--- src/rtl/alu_arbiter.sv ---
`timescale 1ns / 1ps
// alu_arbiter: shares one combinational ALU between two requesters.
//
// Requests are granted in IDLE (single valid requester wins, otherwise the
// priority pointer decides, then flips to the loser). The accepted op and
// operands are registered and drive the shared ALU. One cycle later (EXEC)
// the ALU result is captured; the response is then held (RESP) for the
// owning requester until it is taken.
//
// Ports:
//   clk, rst_n                  clock, synchronous active-low reset
//   reqN_valid/ready            request handshake, N = 0, 1
//   reqN_op, reqN_a, reqN_b     op select and operands
//   rspN_valid/ready            response handshake
//   rspN_q, rspN_cmp            result value and compare flag
//   alu_s, alu_a, alu_b         to the shared ALU
//   alu_q, alu_cmp              from the shared ALU
module alu_arbiter #(
    parameter int unsigned PRIO_INIT = 0
) (
    input  logic        clk,
    input  logic        rst_n,

    input  logic        req0_valid,
    output logic        req0_ready,
    input  logic [5:0]  req0_op,
    input  logic [31:0] req0_a,
    input  logic [31:0] req0_b,

    input  logic        req1_valid,
    output logic        req1_ready,
    input  logic [5:0]  req1_op,
    input  logic [31:0] req1_a,
    input  logic [31:0] req1_b,

    output logic        rsp0_valid,
    input  logic        rsp0_ready,
    output logic [31:0] rsp0_q,
    output logic        rsp0_cmp,

    output logic        rsp1_valid,
    input  logic        rsp1_ready,
    output logic [31:0] rsp1_q,
    output logic        rsp1_cmp,

    output logic [5:0]  alu_s,
    output logic [31:0] alu_a,
    output logic [31:0] alu_b,
    input  logic [31:0] alu_q,
    input  logic        alu_cmp
);

    typedef enum logic [1:0] {StIdle, StExec, StResp} state_e;

    state_e      state_q;
    logic        prio_q;      // requester that wins a tie
    logic        owner_q;     // requester owning the in-flight op
    logic [5:0]  op_q;
    logic [31:0] a_q;
    logic [31:0] b_q;
    logic [31:0] res_q;
    logic        cmp_q;
    logic        rsp0_valid_q;
    logic        rsp1_valid_q;

    logic        grant_any;
    logic        grant_id;
    logic        accept;
    logic        rsp_taken;

    always_comb begin
        grant_any = req0_valid | req1_valid;
        if (req0_valid && req1_valid) begin
            grant_id = prio_q;
        end else begin
            grant_id = req1_valid;
        end
        // Gated by rst_n so nothing is accepted while reset is held.
        accept     = rst_n && (state_q == StIdle) && grant_any;
        req0_ready = accept && !grant_id;
        req1_ready = accept && grant_id;
        rsp_taken  = owner_q ? rsp1_ready : rsp0_ready;
    end

    always_ff @(posedge clk) begin
        if (!rst_n) begin
            state_q      <= StIdle;
            prio_q       <= PRIO_INIT[0];
            owner_q      <= 1'b0;
            op_q         <= '0;
            a_q          <= '0;
            b_q          <= '0;
            res_q        <= '0;
            cmp_q        <= 1'b0;
            rsp0_valid_q <= 1'b0;
            rsp1_valid_q <= 1'b0;
        end else begin
            case (state_q)
                StIdle: begin
                    if (accept) begin
                        op_q    <= grant_id ? req1_op : req0_op;
                        a_q     <= grant_id ? req1_a  : req0_a;
                        b_q     <= grant_id ? req1_b  : req0_b;
                        owner_q <= grant_id;
                        prio_q  <= ~grant_id;
                        state_q <= StExec;
                    end
                end
                StExec: begin
                    res_q        <= alu_q;
                    cmp_q        <= alu_cmp;
                    rsp0_valid_q <= ~owner_q;
                    rsp1_valid_q <= owner_q;
                    state_q      <= StResp;
                end
                StResp: begin
                    if (rsp_taken) begin
                        rsp0_valid_q <= 1'b0;
                        rsp1_valid_q <= 1'b0;
                        state_q      <= StIdle;
                    end
                end
                default: begin
                    state_q <= StIdle;
                end
            endcase
        end
    end

    assign alu_s      = op_q;
    assign alu_a      = a_q;
    assign alu_b      = b_q;
    assign rsp0_valid = rsp0_valid_q;
    assign rsp1_valid = rsp1_valid_q;
    assign rsp0_q     = res_q;
    assign rsp1_q     = res_q;
    assign rsp0_cmp   = cmp_q;
    assign rsp1_cmp   = cmp_q;

endmodule

--- config.mk ---
export PLATFORM = sky130hd
export DESIGN_NAME = alu_arbiter
export DESIGN_NICKNAME = d
export VERILOG_FILES = /design/src/rtl/alu_arbiter.sv
export SDC_FILE = /design/constraint.sdc
export NUM_CORES = 1
export LEC_CHECK = 0
export CORE_ASPECT_RATIO = 1.1
export CORE_MARGIN = 2
export CORE_UTILIZATION = 35
export CTS_CLUSTER_DIAMETER = 100
export DETAILED_ROUTE_END_ITERATION = 8
export HOLD_SLACK_MARGIN = 0.06
export PLACE_DENSITY = 0.8
export SLEW_MARGIN = 20
export SYNTH_ARGS = -nofsm -noshare
export SYNTH_HDL_FRONTEND = slang
export SYNTH_SLANG_ARGS = --single-unit
--- constraint.sdc ---
create_clock -name clk -period 1.3 [get_ports clk]
set_input_delay 0.13 -clock clk [delete_from_list [all_inputs] [get_ports clk]]
set_output_delay 0.13 -clock clk [all_outputs]
set_load 0.02 [all_outputs]
==> impl_metrics.ini <==
[drt]
vias = 6190
drt-initial-drc-count = 279
drcViolationCount = 0
wl_per_cell_microns = 21.2
wl_microns = 24100
viasPerCell = 5.44
drt_pass1_iterations = 4
ant_nets = 0

[die]
rows = 48
dieArea_sq_mm = 0.0171
core_area_sq_mm = 0.0157
fp.dieW_microns = 125
ios = 319
die_y_microns = 137
start_util_pct = 35.8

[cts]
ctsHoldBuffers = 0
clock_sinks = 109
clk_latency_ps = 350
clk_pin_slew_ps = 70
root_buffer = clkbuf_16
numCtsBuffers = 9
tritoncts = done
h-tree-depth = 3
clockBufferDepth = 2

[cells_and_area]
fill_cells = 1292
fin_cells = 1138
multi_input_area_sq_mm = 0.00301
area_growth_pct = 85.6
nNetsFinal = 1113
layout-drive-gt1-share_pct = 24.0
register_area_sq_mm = 0.00219
antennaDiodeCount = 0

[pwr]
p_leak_nw = 4.19
powerDensity_mw_per_mm2 = 1030
irDropWorstVdd_mv = 0.629
totalPowerFinal_w = 0.0108

[global_route]
grt_first_pass_wirelength_microns = 35200
grtUsageTotal_pct = 26.5
antenna_found_initial = 0
grt_max_degree = 71
grt_pass1_vias = 6115
overflow = 0

[sta]
rsz0062_at_grt = yes
fin_ws_ps = -187
tns_ps = -6880
min_period_ps = 1490
whs_ps = 326
setup_viol = 72
max_slew_margin_pct = 70.2
period_share_pct = 114
slew_viol_final = 0
fin_worst_skew_ps = 7.94
fmax_ghz = 0.672
hold_violations = 0
worstMarginPinSlew_ps = 448

[setup_path]
start_kind = register
crit_type = reg -> out
r2r-start = state_q[1]
rr_worst_depth = 6
startpoint = state_q[1]
critPathMaxFanout = 3
r2r_slack_ps = -160
r2r-end = alu_a[24]
cp_data_arrival_time_ps = 1360
required_ps = 1170
worstSetupEndpointType = output port

[yosys]
yosys.cell_types.count = 25
synthTopCellsByCount = 109 x dfxtp_1, 106 x a21oi_1, 72 x nand3b_1
syn-num-nets = 797
avgSynthCellArea_sq_um = 9.09
yosysSeqAreaShare_pct = 38.9
ys_warn_count = 0
ys_top_cells_by_area = dfxtp_1 39%, a311oi_2 18%, nand3b_1 9.6%, a21oi_1 9.4%, o21ai_0 6.3%
yosysMostFrequentCell = dfxtp_1
yosysTopAreaCellShare_pct = 38.9
synthCells = 618
synth-async-reset-ratio_pct = 0
ys_ff_latch = 109
netlist_area_sq_mm = 0.00562
yosys.area.top_type = dfxtp_1
synth_edf_count = 0
synthFlopType = dfxtp_1

[placed_design]
dp.cells = 1063
hpwlAfterDp_microns = 13700
port_buffers = 318
place_congestion = 0.799

[run]
maxCapViolations = 0

[run_status]
failed_checks = negative setup slack
status = finished, violations left

[hold_path]
holdPathEnd = rsp0_q[29]
hold_start = alu_q[29]
hold_depth = 3
hp-class = in -> reg
[critical path: stages (launching register included)]
cell     delay (ps)
dfxtp_2         340
nor3b_4         240
and2_4          200
o21a_4          120
buf_6           120
[through the flow]
step / util [%] / area, sq um / setup slack [ps]
6_report: 66.5 / 10400 / -187
5_1_grt: 66.5 / 10400 / -268
4_1_cts: 66.0 / 10300 / -209
3_5_place_dp: 56.7 / 8890 / -622
3_3_place_gp: 56.7 / 8890 / -572
2_1_floorplan: - / 5640 / -35.1
[registers in the layout, indices dropped and copies added, names as in the netlist]
| signal | cells |
|---|---|
| alu_a | 32 |
| alu_b | 32 |
| alu_s | 6 |
| owner_q | 1 |
| prio_q | 1 |
| rsp0_cmp | 1 |
| rsp0_q | 32 |
| rsp0_valid | 1 |
| rsp1_valid | 1 |
| state_q | 2 |
[what timing repair did]
item	CTS	global route
endpoints found under the setup margin	211	77
gates cloned	28	6
gates resized for setup	280	25
buffers inserted	30	2
pin swaps	68	38
[layout make-up]
cell class	instances	share of cell area, %
flip-flops and latches	109	21.0
well taps	200	2.40
clock inverters	3	0.444
multi-input cells	400	28.9
clock buffers	12	2.36
repair buffers	411	44.8
inverters	3	0.132
[where the power goes]
| group | total (W) | switching, W | internal (W) |
|---|---|---|---|
| Clock | 0.00283 | 0.00129 | 0.00155 |
| Combinational | 0.00410 | 0.00195 | 0.00215 |
| Sequential | 0.00382 | 0.000184 | 0.00364 |
[layout by cell type, fill, tap and decap left out, drive strengths merged, types with 2 or more instances in the layout]
cell / count
nor2b: 2
nand3b: 72
nand2b: 2
nand2: 68
clkdlybuf4s50: 176
buf: 92
inv: 3
nor3b: 2
dfxtp: 109
dlygate4sd2: 138
clkbuf: 17
a311oi: 70
o21ai: 71
a21oi: 106
[logic make-up after synthesis]
group	synth area share, %
compound gates	34.8
buf+inv	11.0
mux	0.178
flops	38.9
simple gates	15.3
[worst max path at each step]
stage,end,cells after the start
after floorplan,req0_ready,6
after global placement,req1_ready,6
after detailed placement,req1_ready,6
after CTS,req1_ready,5
after global routing,req1_ready,5
final,req0_ready,4
[layer usage]
layer | global-route usage [%] | vias to the layer above | share of wire (%) | wire, microns
met5 | 0 | - | 0 | 0
met2 | 46.6 | 302 | 49 | 11900
met3 | 7.31 | 39 | 8.6 | 2080
met4 | 9.24 | 0 | 2.6 | 626
li1 | - | 2897 | - | -
met1 | 31.4 | 2952 | 39 | 9510
Note: power is estimated with default switching activity, not from simulation.
